==> src/rtl/csa_sched_pkg.sv <==
// rtl/csa_sched_pkg.sv - state encoding, slice width and resolve sizing for csa_accum_sched
package csa_sched_pkg;

  typedef enum logic [1:0] {
    IDLE    = 2'd0,
    ACCUM   = 2'd1,
    RESOLVE = 2'd2,
    OUT     = 2'd3
  } state_t;

  localparam int SLICE_W = 4;

  // Number of carry-propagate cycles needed to resolve a w-bit redundant value.
  function automatic int resolve_cycles(input int w);
    return (w + SLICE_W - 1) / SLICE_W;
  endfunction

endpackage

==> src/rtl/csa_resolve_slice4.sv <==
// rtl/csa_resolve_slice4.sv - 4-bit carry-propagate adder slice reused across resolve cycles
module csa_resolve_slice4 (
  input  logic [3:0] a,
  input  logic [3:0] b,
  input  logic       cin,
  output logic [3:0] sum,
  output logic       cout
);

  assign {cout, sum} = {1'b0, a} + {1'b0, b} + {4'b0000, cin};

endmodule

==> src/rtl/csa_accum_sched.sv <==
// rtl/csa_accum_sched.sv - carry-save accumulation sequencer; CSA_OVF_EN adds guard bits and res_ovf
module csa_accum_sched
  import csa_sched_pkg::*;
#(
  parameter int WIDTH = 16,
  parameter int CNT_W = 8
) (
  input  logic             clk,
  input  logic             rst,
  input  logic             op_valid,
  output logic             op_ready,
  input  logic [WIDTH-1:0] op_data,
  input  logic             op_last,
  output logic             res_valid,
  input  logic             res_ready,
  output logic [WIDTH-1:0] res_data,
  output logic [CNT_W-1:0] res_count
`ifdef CSA_OVF_EN
  ,
  output logic             res_ovf
`endif
);

  // Internal redundant width: guard bits above WIDTH let overflow be observed.
`ifdef CSA_OVF_EN
  localparam int IW = WIDTH + CNT_W;
`else
  localparam int IW = WIDTH;
`endif
  localparam int NCH   = resolve_cycles(IW);
  localparam int PW    = NCH * SLICE_W;
  localparam int IDX_W = (NCH > 1) ? $clog2(NCH) : 1;
  localparam logic [CNT_W-1:0] CNT_MAX = {CNT_W{1'b1}};

  state_t           state;
  state_t           state_nxt;
  logic [IW-1:0]    sum_r;
  logic [IW-1:0]    carry_r;
  logic [IW-1:0]    cs;
  logic [IW-1:0]    op_ext;
  logic [PW-1:0]    res_r;
  logic [PW-1:0]    sum_p;
  logic [PW-1:0]    cs_p;
  logic [CNT_W-1:0] cnt_r;
  logic [IDX_W-1:0] idx_r;
  logic             c_r;
  logic             accept;
  logic             last_chunk;
  logic [31:0]      base;
  logic [3:0]       slice_a;
  logic [3:0]       slice_b;
  logic [3:0]       slice_s;
  logic             slice_co;

`ifdef CSA_OVF_EN
  assign op_ext = {{CNT_W{1'b0}}, op_data};
`else
  assign op_ext = op_data;
`endif

  // Operands are only taken while folding; ready is forced low while reset is asserted.
  assign op_ready   = !rst && ((state == IDLE) || (state == ACCUM));
  assign accept     = op_valid && op_ready;
  assign cs         = carry_r << 1;
  assign last_chunk = (idx_r == IDX_W'(NCH - 1));
  assign base       = 32'(idx_r) * SLICE_W;

  // Zero-pad the redundant pair up to a whole number of slices.
  always_comb begin
    sum_p = '0;
    cs_p  = '0;
    sum_p[IW-1:0] = sum_r;
    cs_p[IW-1:0]  = cs;
  end

  assign slice_a = sum_p[base +: SLICE_W];
  assign slice_b = cs_p[base +: SLICE_W];

  csa_resolve_slice4 u_slice (
    .a    (slice_a),
    .b    (slice_b),
    .cin  (c_r),
    .sum  (slice_s),
    .cout (slice_co)
  );

  // State register.
  always_ff @(posedge clk or posedge rst) begin
    if (rst) state <= IDLE;
    else     state <= state_nxt;
  end

  // Next-state selection.
  always_comb begin
    state_nxt = state;
    case (state)
      IDLE:    if (accept) state_nxt = op_last ? RESOLVE : ACCUM;
      ACCUM:   if (accept && op_last) state_nxt = RESOLVE;
      RESOLVE: if (last_chunk) state_nxt = OUT;
      OUT:     if (res_ready) state_nxt = IDLE;
      default: state_nxt = IDLE;
    endcase
  end

  // Datapath: fold operands into sum/carry, then ripple-resolve one slice per cycle.
  always_ff @(posedge clk or posedge rst) begin
    if (rst) begin
      sum_r   <= '0;
      carry_r <= '0;
      cnt_r   <= '0;
      idx_r   <= '0;
      c_r     <= 1'b0;
      res_r   <= '0;
    end else begin
      case (state)
        IDLE: begin
          if (accept) begin
            sum_r   <= op_ext;
            carry_r <= '0;
            cnt_r   <= CNT_W'(1);
            idx_r   <= '0;
            c_r     <= 1'b0;
          end
        end
        ACCUM: begin
          if (accept) begin
            sum_r   <= sum_r ^ cs ^ op_ext;
            carry_r <= (sum_r & cs) | (sum_r & op_ext) | (cs & op_ext);
            if (cnt_r != CNT_MAX) cnt_r <= cnt_r + CNT_W'(1);
            idx_r   <= '0;
            c_r     <= 1'b0;
          end
        end
        RESOLVE: begin
          res_r[base +: SLICE_W] <= slice_s;
          c_r   <= slice_co;
          idx_r <= idx_r + IDX_W'(1);
        end
        default: ;
      endcase
    end
  end

  // Result is only exposed while presenting; zero otherwise.
  assign res_valid = (state == OUT);
  assign res_data  = res_valid ? res_r[WIDTH-1:0] : '0;
  assign res_count = res_valid ? cnt_r : '0;
`ifdef CSA_OVF_EN
  assign res_ovf   = res_valid && (|res_r[IW-1:WIDTH]);
`endif

endmodule
==> config.mk <==
export PLATFORM = sky130hd
export DESIGN_NAME = csa_accum_sched
export DESIGN_NICKNAME = d
export VERILOG_FILES = /design/src/rtl/csa_sched_pkg.sv /design/src/rtl/csa_resolve_slice4.sv /design/src/rtl/csa_accum_sched.sv
export SDC_FILE = /design/constraint.sdc
export NUM_CORES = 1
export LEC_CHECK = 0
export CAP_MARGIN = 5
export CORE_MARGIN = 2
export CORE_UTILIZATION = 50
export DETAILED_ROUTE_END_ITERATION = 10
export GPL_TIMING_DRIVEN = 0
export PLACE_DENSITY_LB_ADDON = 0.12
export SKIP_LAST_GASP = 1
export SLEW_MARGIN = 5
export SYNTH_ARGS = -nofsm -noshare
export SYNTH_HDL_FRONTEND = slang
export SYNTH_SLANG_ARGS = --single-unit
==> constraint.sdc <==
create_clock -name clk -period 2.5 [get_ports clk]
set_clock_uncertainty 0.15 [all_clocks]
set_input_delay 0.5 -clock clk [delete_from_list [all_inputs] [get_ports clk]]
set_output_delay 0.5 -clock clk [all_outputs]
set_load 0.01 [all_outputs]
==> out/results.tsv <==
stage	metric	value	unit
global_routing	track_usage	23.3	%
timing	rsz0062_at_grt	yes	
synthesis	syn_area	3690	um2
timing	whs	346	ps
drt	first_iter_violations	228	
drt	dr.pass1.iters	4	
layout	nFillCells	601	
timing	timing.final.crit_share	101	%
layout	fin_area	4690	um2
run_status	violations	negative setup slack	
cts	hold_buffers	0	
timing	maxSlewViolCount	0	
run_status	status	complete, but fails checks	
global_routing	grt_pass1_vias	2981	
worst_setup_path	critPathRequiredTime	2580	ps
placed_design	port_buffers	46	
synthesis	yosysSeqAreaShare	40.7	%
drt	ant_nets	0	
drt	drt_wl_total	8.90	mm
pwr	clkPwrFrac	18.4	%
worst_setup_path	path_buf_inv	0	
floorplanning	start_util	51.1	%
timing	min_period	2530	ps
pwr	p_int	3.21	mW
pwr	swShare	40.7	%
timing	maxSlewHeadroom	42.3	%
timing	tightest_slew	864	ps
drt	via_per_inst	5.46	
floorplanning	die_w	89.9	um
synthesis	synth_ff_type	dfrtp_1	
placed_design	dp_hpwl	6.33	mm
layout	area_delta_synth_final	27.3	%
cts	clock_path_buffers	2	
floorplanning	fp.coreArea	7210	um2
cts	cts_root_buf	clkbuf_8	
worst_setup_path	crit_type	register to register	
floorplanning	die_area	8070	um2
layout	nNetsFinal	487	
pwr	p_sw	2.20	mW
placed_design	gp_congestion	0.811	
layout	antenna_cells	0	
layout	seq_area	1500	um2
worst_hold_path	hold_path.class	register to register	
synthesis	async_flop_share	100	%
worst_setup_path	crit_fanout	4	
pwr	p_total	5.42	mW
synthesis	yosysTopAreaCellShare	40.7	%
cts	cts_buffers	9	
cts	htreeDepth	3	
global_routing	antenna_found_initial	0	
worst_setup_path	cp-end-kind	register	
global_routing	grt_overflow_total	0	
layout	multi_input_area	1970	um2
synthesis	ys_ff_latch	60	
layout	drive_gt1_share	13.7	%
cts	clkTransAtPathRegs	70	ps
synthesis	syn_inst	369	
synthesis	syn_area_per_cell	9.99	um2
timing	setup_ws	-26.3	ps
synthesis	synth.distinct_cells	41	
drt	drc	0	
pwr	power_density	1150	nW/um2
placed_design	place_area	4300	um2
worst_setup_path	start_kind	register	
floorplanning	pin_count	47	
worst_setup_path	crit_top_cell	fa_2	
pwr	pwr-share-comb	52.0	%
global_routing	grt_start_max_net_pins	39	
synthesis	yosysTopAreaCell	dfrtp_1	
synthesis	yosysWarnings	0	
timing	fmax	0.396	GHz
timing	setup_viol_count_final	5	
synthesis	synth_area_leaders	dfrtp_1, fa_1, o21ai_0	
cts	clock_latency	340	ps
pwr	p_leak	2.20	nW
synthesis	synth-edff-count	0	
cts	clock_sinks	60	
drt	vias	2939	
global_routing	grt_pass1_wl	14.9	mm
run	max_cap_viol_count	0	
synthesis	synth_nets	421	
drt	post_drt_wl_per_cell	16.5	um
worst_setup_path	cp_cell_sequence	mux4_2, fa_2, fa_2, xor2_4, a22o_1	
cts	cts_tree	done	
floorplanning	die_h	89.9	um
worst_setup_path	critical_path.max_stage_delay	540	ps
timing	hold_violations	0	
worst_setup_path	cp_slowest_cell	mux4_2	
floorplanning	rows	31	
pwr	ir_worst_vdd	0.740	mV
pwr	pwr-share-seq	29.6	%
worst_setup_path	worstPathArrival	2600	ps
worst_setup_path	cp_top_family	adder cells	
==> logic make-up after synthesis <==
kind of cell,Yosys count,share of synthesized area (%)
buffers and inverters,68,7.43
and+or+nand+nor,106,15.9
AOI/OAI and AO/OA,87,15.2
muxes,15,6.48
xor gates and xnor gates,2,0.475
DFF,60,40.7
adders and majority gates,31,13.8
==> synthesized netlist by cell type, types with 2 or more instances <==
master    instances
a21o_1            2
a21oi_1           8
o211ai_1         13
nand2_1          34
ha_1             15
inv_1            50
buf_2             6
nand3b_1         14
nand3_1           5
o22ai_1           2
clkbuf_1          9
nor4b_1           4
fa_1             16
or3_1             3
nor2_1            9
and2_1           23
or4_1             3
a22o_1           16
o21ai_0          39
o31ai_1           4
dfrtp_1          60
mux2i_1           7
mux4_2            7
nand4_1           3
==> routing by layer <==
metal  vias to the layer above  global-route usage [%]  part of all wire (%)
met4                         0                    7.56                   1.9
li1                       1400                       -                     -
met3                        17                    5.03                   6.1
met1                      1425                    30.6                    44
met5                         -                       0                     0
met2                        97                    39.0                    49
==> worst paths after layout <==
| path | from | endpoint | slack (ps) | depth (start not counted) |
|---|---|---|---|---|
| setup / recovery | idx_r[0]$_DFFE_PP0P_ | res_r[10]$_DFFE_PP0P_ | -30 | 5 |
| hold / removal | res_r[5]$_DFFE_PP0P_ | res_r[5]$_DFFE_PP0P_ | 350 | 1 |
| setup reg to reg | idx_r[0]$_DFFE_PP0P_ | res_r[10]$_DFFE_PP0P_ | -30 | 5 |
| hold reg to reg | res_r[5]$_DFFE_PP0P_ | res_r[5]$_DFFE_PP0P_ | 350 | 1 |
| max in group asynchronous | rst | idx_r[0]$_DFFE_PP0P_ | 970 | 3 |
| min in group asynchronous | rst | cnt_r[7]$_DFFE_PP0P_ | 610 | 2 |
==> what timing repair did <==
| action | CTS | global route |
|---|---|---|
| pin swaps | 1 | 3 |
| gates resized for setup | 17 | 15 |
| endpoints found under the setup margin | 34 | 29 |
| setup buffers | 2 | 6 |
==> area by class of cell <==
class	count	area share, %
Multi-Input combinational cell	241	42.0
Sequential cell	60	32.0
Timing Repair Buffer	55	12.1
Inverter	50	4.00
Clock buffer	11	3.23
Tap cell	99	2.64
Buffer	18	2.43
Clock inverter	4	1.55
==> state kept, by name (all words and copies together) (netlist names) <==
signal and cells:
res_r 16, carry_r 15, idx_r 2, cnt_r 8, sum_p 16, c_r 1
state 2
==> power by group through the flow <==
stage	logic (mW)	clock network [mW]	registers, mW
global placement	2.41	0	1.61
detailed placement	2.50	0	1.62
global route	3.13	1.06	1.66
floorplan	1.77	0	1.53
finish	2.81	0.998	1.60
CTS	2.72	1.01	1.60
==> cells in the final DEF, fill, tap and decap left out, types with 2 or more instances in the layout <==
master and n:
nand3b_1 14, fa_2 2, nor2_1 8, clkbuf_1 6
nand4_1 3, a21oi_1 6, o21ai_0 38, o31ai_1 4
clkdlybuf4s50_1 36, mux2i_1 7, or3_1 3, nand2_1 34
and2_1 23, mux4_2 7, clkbuf_8 12, ha_1 13
buf_2 5, a21oi_2 2, nand3_1 5, a21o_1 2
bufinv_16 2, fa_1 14, dlymetal6s2s_1 9, nor4b_1 4
o211ai_1 13, or4_1 3, a22o_1 16, o22ai_1 2
dfrtp_1 59, buf_4 10, inv_1 49
==> metrics by stage <==
step / worst slack, ps / TNS (ps) / utilization (%) / cells
after detailed placement: -383 / -3810 / 59.6 / 515
after global placement: -1040 / -53240 / 59.3 / 514
after CTS: -44.4 / -475 / 63.8 / 532
after floorplan: 21.6 / 0 / - / 369
final: -26.3 / -82.8 / 65.1 / 538
after global routing: -81.7 / -513 / 65.1 / 538
No activity file was read; power rests on OpenSTA's default activity.
